--- src/rtl/ft2232_tx_arbiter.sv ---
`default_nettype none
// ============================================================================
// Module  : ft2232_tx_arbiter
// Brief   : Round-robin packet arbiter merging two byte sources onto the FT2232 TX path.
// Rev     : 1.0
// ============================================================================
module ft2232_tx_arbiter #(
    parameter logic [7:0] HDR0    = 8'hA0,
    parameter logic [7:0] HDR1    = 8'hA1,
    parameter int         TIMEOUT = 255
) (
    input  logic        clk_i,
    input  logic        reset_i,
    input  logic [7:0]  src0_data_i,
    input  logic        src0_req_i,
    input  logic        src0_last_i,
    output logic        src0_ack_o,
    input  logic [7:0]  src1_data_i,
    input  logic        src1_req_i,
    input  logic        src1_last_i,
    output logic        src1_ack_o,
    output logic [7:0]  out_data_o,
    output logic        out_req_o,
    input  logic        out_ack_i,
    output logic [1:0]  grant_o,
    output logic        abort_o,
    output logic [15:0] pkt_count_o
);

    localparam int            c_CNT_W    = $clog2(TIMEOUT + 1);
    localparam logic [c_CNT_W-1:0] c_TO_LIMIT = c_CNT_W'(TIMEOUT - 1);

    typedef enum logic [1:0] {
        S_IDLE   = 2'd0,
        S_HEADER = 2'd1,
        S_DATA   = 2'd2
    } state_t;

    state_t               state_q, state_d;
    logic [1:0]           grant_q, grant_d;
    logic                 last_grant_q, last_grant_d;
    logic [c_CNT_W-1:0]   idle_cnt_q, idle_cnt_d;
    logic [15:0]          pkt_count_q, pkt_count_d;
    logic                 abort_q, abort_d;

    logic                 sel_req;
    logic                 sel_last;
    logic [7:0]           sel_data;

    assign sel_req  = grant_q[1] ? src1_req_i  : src0_req_i;
    assign sel_last = grant_q[1] ? src1_last_i : src0_last_i;
    assign sel_data = grant_q[1] ? src1_data_i : src0_data_i;

    always_ff @(posedge clk_i) begin
        if (reset_i) begin
            state_q      <= S_IDLE;
            grant_q      <= 2'b00;
            last_grant_q <= 1'b1;
            idle_cnt_q   <= '0;
            pkt_count_q  <= 16'h0000;
            abort_q      <= 1'b0;
        end else begin
            state_q      <= state_d;
            grant_q      <= grant_d;
            last_grant_q <= last_grant_d;
            idle_cnt_q   <= idle_cnt_d;
            pkt_count_q  <= pkt_count_d;
            abort_q      <= abort_d;
        end
    end

    always_comb begin
        state_d      = state_q;
        grant_d      = grant_q;
        last_grant_d = last_grant_q;
        idle_cnt_d   = idle_cnt_q;
        pkt_count_d  = pkt_count_q;
        abort_d      = 1'b0;
        out_req_o    = 1'b0;
        out_data_o   = 8'h00;
        src0_ack_o   = 1'b0;
        src1_ack_o   = 1'b0;

        case (state_q)
            S_IDLE: begin
                idle_cnt_d = '0;
                // On a tie, the source that did not own the previous packet wins.
                if (src0_req_i && src1_req_i) begin
                    grant_d = last_grant_q ? 2'b01 : 2'b10;
                    state_d = S_HEADER;
                end else if (src0_req_i) begin
                    grant_d = 2'b01;
                    state_d = S_HEADER;
                end else if (src1_req_i) begin
                    grant_d = 2'b10;
                    state_d = S_HEADER;
                end
            end

            S_HEADER: begin
                out_req_o  = 1'b1;
                out_data_o = grant_q[1] ? HDR1 : HDR0;
                if (out_ack_i) begin
                    state_d    = S_DATA;
                    idle_cnt_d = '0;
                end
            end

            S_DATA: begin
                out_req_o  = sel_req;
                out_data_o = sel_data;
                src0_ack_o = out_ack_i & grant_q[0];
                src1_ack_o = out_ack_i & grant_q[1];
                if (out_ack_i && sel_last) begin
                    state_d      = S_IDLE;
                    grant_d      = 2'b00;
                    last_grant_d = grant_q[1];
                    pkt_count_d  = pkt_count_q + 16'd1;
                    idle_cnt_d   = '0;
                end else if (!out_ack_i && !sel_req && (idle_cnt_q >= c_TO_LIMIT)) begin
                    // This idle cycle is the TIMEOUT-th in a row: drop the packet.
                    state_d      = S_IDLE;
                    grant_d      = 2'b00;
                    last_grant_d = grant_q[1];
                    abort_d      = 1'b1;
                    idle_cnt_d   = '0;
                end else if (sel_req) begin
                    idle_cnt_d = '0;
                end else if (idle_cnt_q != '1) begin
                    idle_cnt_d = idle_cnt_q + 1'b1;
                end
            end

            default: begin
                state_d = S_IDLE;
                grant_d = 2'b00;
            end
        endcase
    end

    assign grant_o     = grant_q;
    assign abort_o     = abort_q;
    assign pkt_count_o = pkt_count_q;

endmodule
`default_nettype wire
--- config.mk ---
export PLATFORM = sky130hd
export DESIGN_NAME = ft2232_tx_arbiter
export DESIGN_NICKNAME = d
export VERILOG_FILES = /design/src/rtl/ft2232_tx_arbiter.sv
export SDC_FILE = /design/constraint.sdc
export NUM_CORES = 1
export LEC_CHECK = 0
export CAP_MARGIN = 20
export CORE_AREA = 2 2 64 66
export DETAILED_ROUTE_END_ITERATION = 7
export DIE_AREA = 0 0 66 68
export GPL_TIMING_DRIVEN = 0
export PLACE_DENSITY_LB_ADDON = 0.1
export SYNTH_ARGS = -nofsm -noshare
export SYNTH_HDL_FRONTEND = slang
export SYNTH_SLANG_ARGS = --single-unit
--- constraint.sdc ---
create_clock -name clk_i -period 4.3 [get_ports clk_i]
set_input_delay 0.645 -clock clk_i [delete_from_list [all_inputs] [get_ports clk_i]]
set_output_delay 0.645 -clock clk_i [all_outputs]
set_load 0.01 [all_outputs]
==> impl_metrics.env, run 1 <==
export IMPL_syn_avg_cell_area_um2=8.17
export IMPL_synthSimpleGateAreaFrac_pct=27.5
export IMPL_synth_compound_area_share_pct=17.6
export IMPL_io_pins=53
export IMPL_vias_per_cell=5.52
export IMPL_slew_headroom_pct=54.5
export IMPL_r2r_end="pkt_count_o[15]"
export IMPL_synth_area_mm2=0.00185
export IMPL_cts_hold_fix_buffers=0
export IMPL_cts_tree="yes"
export IMPL_setup_violations=0
export IMPL_path_max_fanout=10
export IMPL_clk_latency_ns=0.29
export IMPL_vias=1849
export IMPL_antenna_cells=0
export IMPL_grt_pass1_vias=1779
export IMPL_core_rowCount=23
export IMPL_cts_setup_buffers=0
export IMPL_synth_async_reset_ratio_pct=0
export IMPL_critPathArrivalTime_ns=2.28
export IMPL_rsz0062_at_grt="false"
export IMPL_outcome="completed"
export IMPL_finalMaxSlewViolations=0
export IMPL_overflow=0
export IMPL_start_kind="flop"
export IMPL_cts_buffers=5
export IMPL_fmax_mhz=342
export IMPL_die_w_um=66
export IMPL_min_path_type="flop to flop"
export IMPL_wl_per_cell_um=14.1
export IMPL_min_delay_start="pkt_count_o[15]"
export IMPL_yosys_area_top_type="dfxtp_1"
export IMPL_grt_usage_pct=22.9
export IMPL_hold_viol_final=0
export IMPL_dp_hpwl_um=3460
export IMPL_gp_congestion=0.881
export IMPL_synthCells=226
export IMPL_cts_clk_slew_worst_paths_ns=0.07
export IMPL_fin_worst_skew_ns=0.00351
export IMPL_synthMuxAreaShare_pct=8.33
export IMPL_ant_nets=0
export IMPL_syn_nets=256
export IMPL_yosys_top_cells_area="dfxtp_1, mux2i_1, nor2_1"
export IMPL_r2r_start="state_q[0]"
export IMPL_dr_pass1_iters=4
export IMPL_power_density_mw_per_mm2=297
export IMPL_yosys_area_share_xor_xnor_pct=3.32
export IMPL_multi_input_area_mm2=0.00114
export IMPL_tns_ns=0
export IMPL_grt_pass1_wl_um=7980
export IMPL_r2r_cells=8
export IMPL_final_cell_mix="clkdlybuf4s50_1, dfxtp_1, nor2_1"
export IMPL_crit_required_ns=3.65
export IMPL_irDropWorstVdd_v=0.000177
export IMPL_area_growth_pct=36.2
export IMPL_regToRegSetupSlack_ns=1.85
export IMPL_initial_core_util_pct=47.9
export IMPL_synth_top_family_by_area="simple AND/OR/NAND/NOR gates"
export IMPL_routed_wl_um=4730
export IMPL_io_buffers=51
export IMPL_p_leak_nw=0.815
export IMPL_final_common_cell="clkdlybuf4s50_1"
export IMPL_netlist_area_leader_share_pct=32.5
export IMPL_critPathCaptureType="output port"
export IMPL_antenna_found_initial=0
export IMPL_power_total_w=0.000746
export IMPL_synth_ff_latch_count=30
export IMPL_yosys_warnings=0
export IMPL_dieHeight_um=68
export IMPL_cts_sinks=30
export IMPL_synth_seq_area_share_pct=32.5
export IMPL_cts_resized=0
export IMPL_fin_util_pct=65.2
export IMPL_drc=0
export IMPL_crit_type="flop to output port"
export IMPL_drt_first_iter_violations=104
export IMPL_layout_drive_gt1_share_pct=6.67
export IMPL_cts_buffer_depth=2
export IMPL_nFillCells=339
export IMPL_drv_cap=0
export IMPL_final_nets=314
export IMPL_fin_crit_ns=2.92
export IMPL_seqCellArea_um2=601
export IMPL_htreeDepth=2
export IMPL_yosys_cell_types_count=42
export IMPL_cts_root_buf="clkbuf_8"
export IMPL_synthAdderAreaFrac_pct=4.74
export IMPL_min_period_over_period_pct=68.0
export IMPL_min_delay_path_depth=2
export IMPL_holdPathEnd="pkt_count_o[15]"
export IMPL_tightest_slew_ns=0.683
export IMPL_synth_edf_count=0
export IMPL_core_area_mm2=0.00386
export IMPL_grt_max_degree=11
export IMPL_fp_dieArea_mm2=0.00449
export IMPL_ys_flop_type="dfxtp_1"
## how the worst max path moves through the flow
stage	from	to	slack (ns)	depth (start not counted)
after floorplan	out_ack_i	pkt_count_o[15]	2.00	6
after global placement	src0_req_i	out_req_o	1.48	5
after detailed placement	src0_req_i	out_req_o	1.48	5
after CTS	grant_o[1]	out_data_o[5]	1.37	6
after global routing	grant_o[1]	out_data_o[5]	1.24	6
final	grant_o[1]	out_data_o[5]	1.38	6
## state kept, by name, indices dropped and copies added (netlist names)
signal        count
pkt_count_o      16
idle_cnt_q        8
grant_o           2
state_q           2
abort_o           1
last_grant_q      1
## cell type report
| type | instances | share of cell area, % |
|---|---|---|
| multi-input cells | 171 | 45.2 |
| flip-flops and latches | 30 | 23.9 |
| repair buffers | 51 | 20.3 |
| clock buffers | 6 | 3.28 |
| well taps | 50 | 2.49 |
| plain buffers | 12 | 2.44 |
| inverters | 13 | 1.94 |
| clock inverters | 2 | 0.498 |
## critical path: stages (launching register included)
cell	delay [ns]
dfxtp_1	0.35
buf_4	0.15
clkbuf_1	0.53
mux2i_1	0.27
nor2_1	0.06
o21a_1	0.17
clkdlybuf4s50_1	0.47
## cell families after synthesis
kind of cell / after synthesis
buffers and inverters: 25
flip-flops: 30
AO/OA/AOI/OAI: 46
XOR/XNOR: 7
multiplexers: 15
AND/OR/NAND/NOR: 96
adder cells (fa/ha/maj): 7
## synthesized netlist by cell type, types with 7 or more instances
cell     count
a21oi_1     11
dfxtp_1     30
ha_1         7
inv_1       13
mux2i_1     12
nand2_1     11
nand3_1     12
nand4_1      7
nor2_1      25
or4_1        8
xnor2_1      7
## per-layer routing
layer  up-vias  share of wire, %  track usage (%)
met3         7               4.3             5.10
met5         -                 0                0
met2        43                47             38.9
li1        948                 -                -
met1       851                48             28.4
met4         0               1.2             8.93
## metrics by stage
| step | setup WS, ns | cell area (µm²) | hold slack, ns | cells |
|---|---|---|---|---|
| 2_1_floorplan | 2.00 | 1850 | 0.472 | 226 |
| 3_3_place_gp | 1.48 | 2420 | 0.467 | 327 |
| 3_5_place_dp | 1.48 | 2420 | 0.477 | 327 |
| 4_1_cts | 1.37 | 2510 | 0.491 | 335 |
| 5_1_grt | 1.24 | 2510 | 0.526 | 335 |
| 6_report | 1.38 | 2510 | 0.484 | 335 |
## power breakdown
part           leakage, nW  internal [W]  switching (W)  total [W]
registers            0.242      0.000287     0.00000774   0.000294
logic                0.525      0.000103       0.000103   0.000206
clock network       0.0472      0.000129       0.000117   0.000246
total                0.815      0.000518       0.000228   0.000746
Note: power is estimated with default switching activity, not from simulation.
==> run 2, diff against run 1 <==
--- a/config.mk
+++ b/config.mk
@@ -6,9 +6,9 @@
 export NUM_CORES = 1
 export LEC_CHECK = 0
 export CAP_MARGIN = 20
-export CORE_AREA = 2 2 64 66
+export CORE_AREA = 2 2 66 68
 export DETAILED_ROUTE_END_ITERATION = 7
-export DIE_AREA = 0 0 66 68
+export DIE_AREA = 0 0 68 70
 export GPL_TIMING_DRIVEN = 0
 export PLACE_DENSITY_LB_ADDON = 0.1
 export SYNTH_ARGS = -nofsm -noshare
==> constraint.sdc (replaced) <==
create_clock -name clk_i -period 2.75 [get_ports clk_i]
set_input_delay 0.4125 -clock clk_i [delete_from_list [all_inputs] [get_ports clk_i]]
set_output_delay 0.4125 -clock clk_i [all_outputs]
set_load 0.01 [all_outputs]
==> run 2 against run 1 <==
Net effect:
- via count fell by 0.65%
- die area rose by 6.1%
- sequential power rose by 56%
- clock power rose by 85%
- critical path depth rose by 1
- non-clock buffer count fell by 1
- total power rose by 65%
- cell area rose by 0.65%
- clock skew rose by 0.0019 ns
- setup slack got worse by 1.1 ns
- critical path type unchanged
- critical endpoint unchanged
==> impl_metrics.env, run 2 (synthesis gave the netlist of run 1 again) <==
export IMPL_drv_cap=0
export IMPL_io_buffers=51
export IMPL_final_common_cell="clkdlybuf4s50_1"
export IMPL_cts_resized=0
export IMPL_outcome="completed"
export IMPL_dieHeight_um=70
export IMPL_crit_required_ns=2.34
export IMPL_routed_wl_um=4390
export IMPL_antenna_found_initial=0
export IMPL_grt_max_degree=11
export IMPL_finalMaxSlewViolations=0
export IMPL_cts_hold_fix_buffers=0
export IMPL_cts_sinks=30
export IMPL_fin_worst_skew_ns=0.00544
export IMPL_critPathArrivalTime_ns=2.04
export IMPL_largest_register_ffs=16
export IMPL_vias_per_cell=5.48
export IMPL_die_w_um=68
export IMPL_p_leak_nw=0.824
export IMPL_multi_input_area_mm2=0.00114
export IMPL_dr_pass1_iters=4
export IMPL_cts_root_buf="clkbuf_8"
export IMPL_tns_ns=0
export IMPL_htreeDepth=2
export IMPL_setup_violations=0
export IMPL_vias=1837
export IMPL_power_density_mw_per_mm2=486
export IMPL_min_path_type="flop to flop"
export IMPL_cts_buffers=5
export IMPL_cts_buffer_depth=2
export IMPL_core_rowCount=24
export IMPL_grt_pass1_vias=1733
export IMPL_core_area_mm2=0.00414
export IMPL_area_growth_pct=37.1
export IMPL_cts_clk_slew_worst_paths_ns=0.06
export IMPL_gp_congestion=0.856
export IMPL_critPathCaptureType="output port"
export IMPL_grt_pass1_wl_um=7640
export IMPL_antenna_cells=0
export IMPL_final_nets=313
export IMPL_grt_usage_pct=20.2
export IMPL_irDropWorstVdd_v=0.000259
export IMPL_nFillCells=381
export IMPL_clk_latency_ns=0.28
export IMPL_seqCellArea_um2=601
export IMPL_fin_crit_ns=2.46
export IMPL_start_kind="flop"
export IMPL_layout_drive_gt1_share_pct=6.36
export IMPL_fp_dieArea_mm2=0.00476
export IMPL_tightest_slew_ns=0.559
export IMPL_crit_type="flop to output port"
export IMPL_min_period_over_period_pct=89.3
export IMPL_slew_headroom_pct=62.6
export IMPL_wl_per_cell_um=13.1
export IMPL_cts_tree="yes"
export IMPL_hold_viol_final=0
export IMPL_fin_util_pct=61.1
export IMPL_initial_core_util_pct=44.6
export IMPL_path_max_fanout=9
export IMPL_io_pins=53
export IMPL_ant_nets=0
export IMPL_drc=0
export IMPL_final_cell_mix="clkdlybuf4s50_1, dfxtp_1, nor2_1"
export IMPL_fmax_mhz=407
export IMPL_dp_hpwl_um=3240
export IMPL_drt_first_iter_violations=128
export IMPL_overflow=0
export IMPL_rsz0062_at_grt="false"
run 2: final timing paths:
| path | from | end | slack, ns | depth (start not counted) |
|---|---|---|---|---|
| max | state_q[0] | out_data_o[5] | 0.29 | 7 |
| min | pkt_count_o[15] | pkt_count_o[15] | 0.48 | 2 |
| max reg2reg | state_q[0] | pkt_count_o[15] | 0.35 | 8 |
| min reg2reg | pkt_count_o[15] | pkt_count_o[15] | 0.48 | 2 |
run 2: repair_timing:
| action | in CTS | in global routing |
|---|---|---|
| setup buffers | 0 | 0 |
| hold endpoints to repair | 0 | 0 |
| endpoints found under the setup margin | 0 | 1 |
run 2: power by group:
| part | internal, W | switching [W] |
|---|---|---|
| clock network | 0.000290 | 0.000166 |
| logic | 0.000159 | 0.000156 |
| registers | 0.000449 | 0.0000113 |
| total | 0.000897 | 0.000333 |
run 2: cell type report:
cell class                 instances  share of cell area, %
timing repair buffer              51                   20.2
sequential                        30                   23.7
inverter                          13                   1.93
clock buffer                       6                   3.26
multi-input combinational        171                   44.9
buffer                            11                   2.27
tap                               52                   2.57
clock inverter                     1                   1.19
run 2: layer usage:
layer	part of all wire (%)	GRT usage (%)	wire length, µm
met5	0	0	0
met4	1.2	5.11	52
met3	5.6	6.28	244
met2	43	31.3	1900
met1	50	27.1	2190
run 2: worst max-delay path, stage by stage (launching register included):
cell and delay (ns):
dfxtp_1 0.37, inv_1 0.09, ha_1 0.19, buf_2 0.16, inv_1 0.23, nor2_1 0.09, o21a_1 0.17, clkdlybuf4s50_1 0.47
run 2: stage by stage:
| stage | instance area, µm² | hold WS (ns) | total power [W] | worst slack [ns] | std cells |
|---|---|---|---|---|---|
| finish | 2530 | 0.484 | 0.00123 | 0.294 | 335 |
| global route | 2530 | 0.513 | 0.00129 | 0.200 | 335 |
| CTS | 2530 | 0.489 | 0.00124 | 0.0839 | 336 |
| detailed placement | 2420 | 0.480 | 0.000786 | 0.219 | 329 |
| global placement | 2420 | 0.465 | 0.000784 | 0.242 | 329 |
| floorplan | 1850 | 0.472 | 0.000671 | 0.584 | 226 |
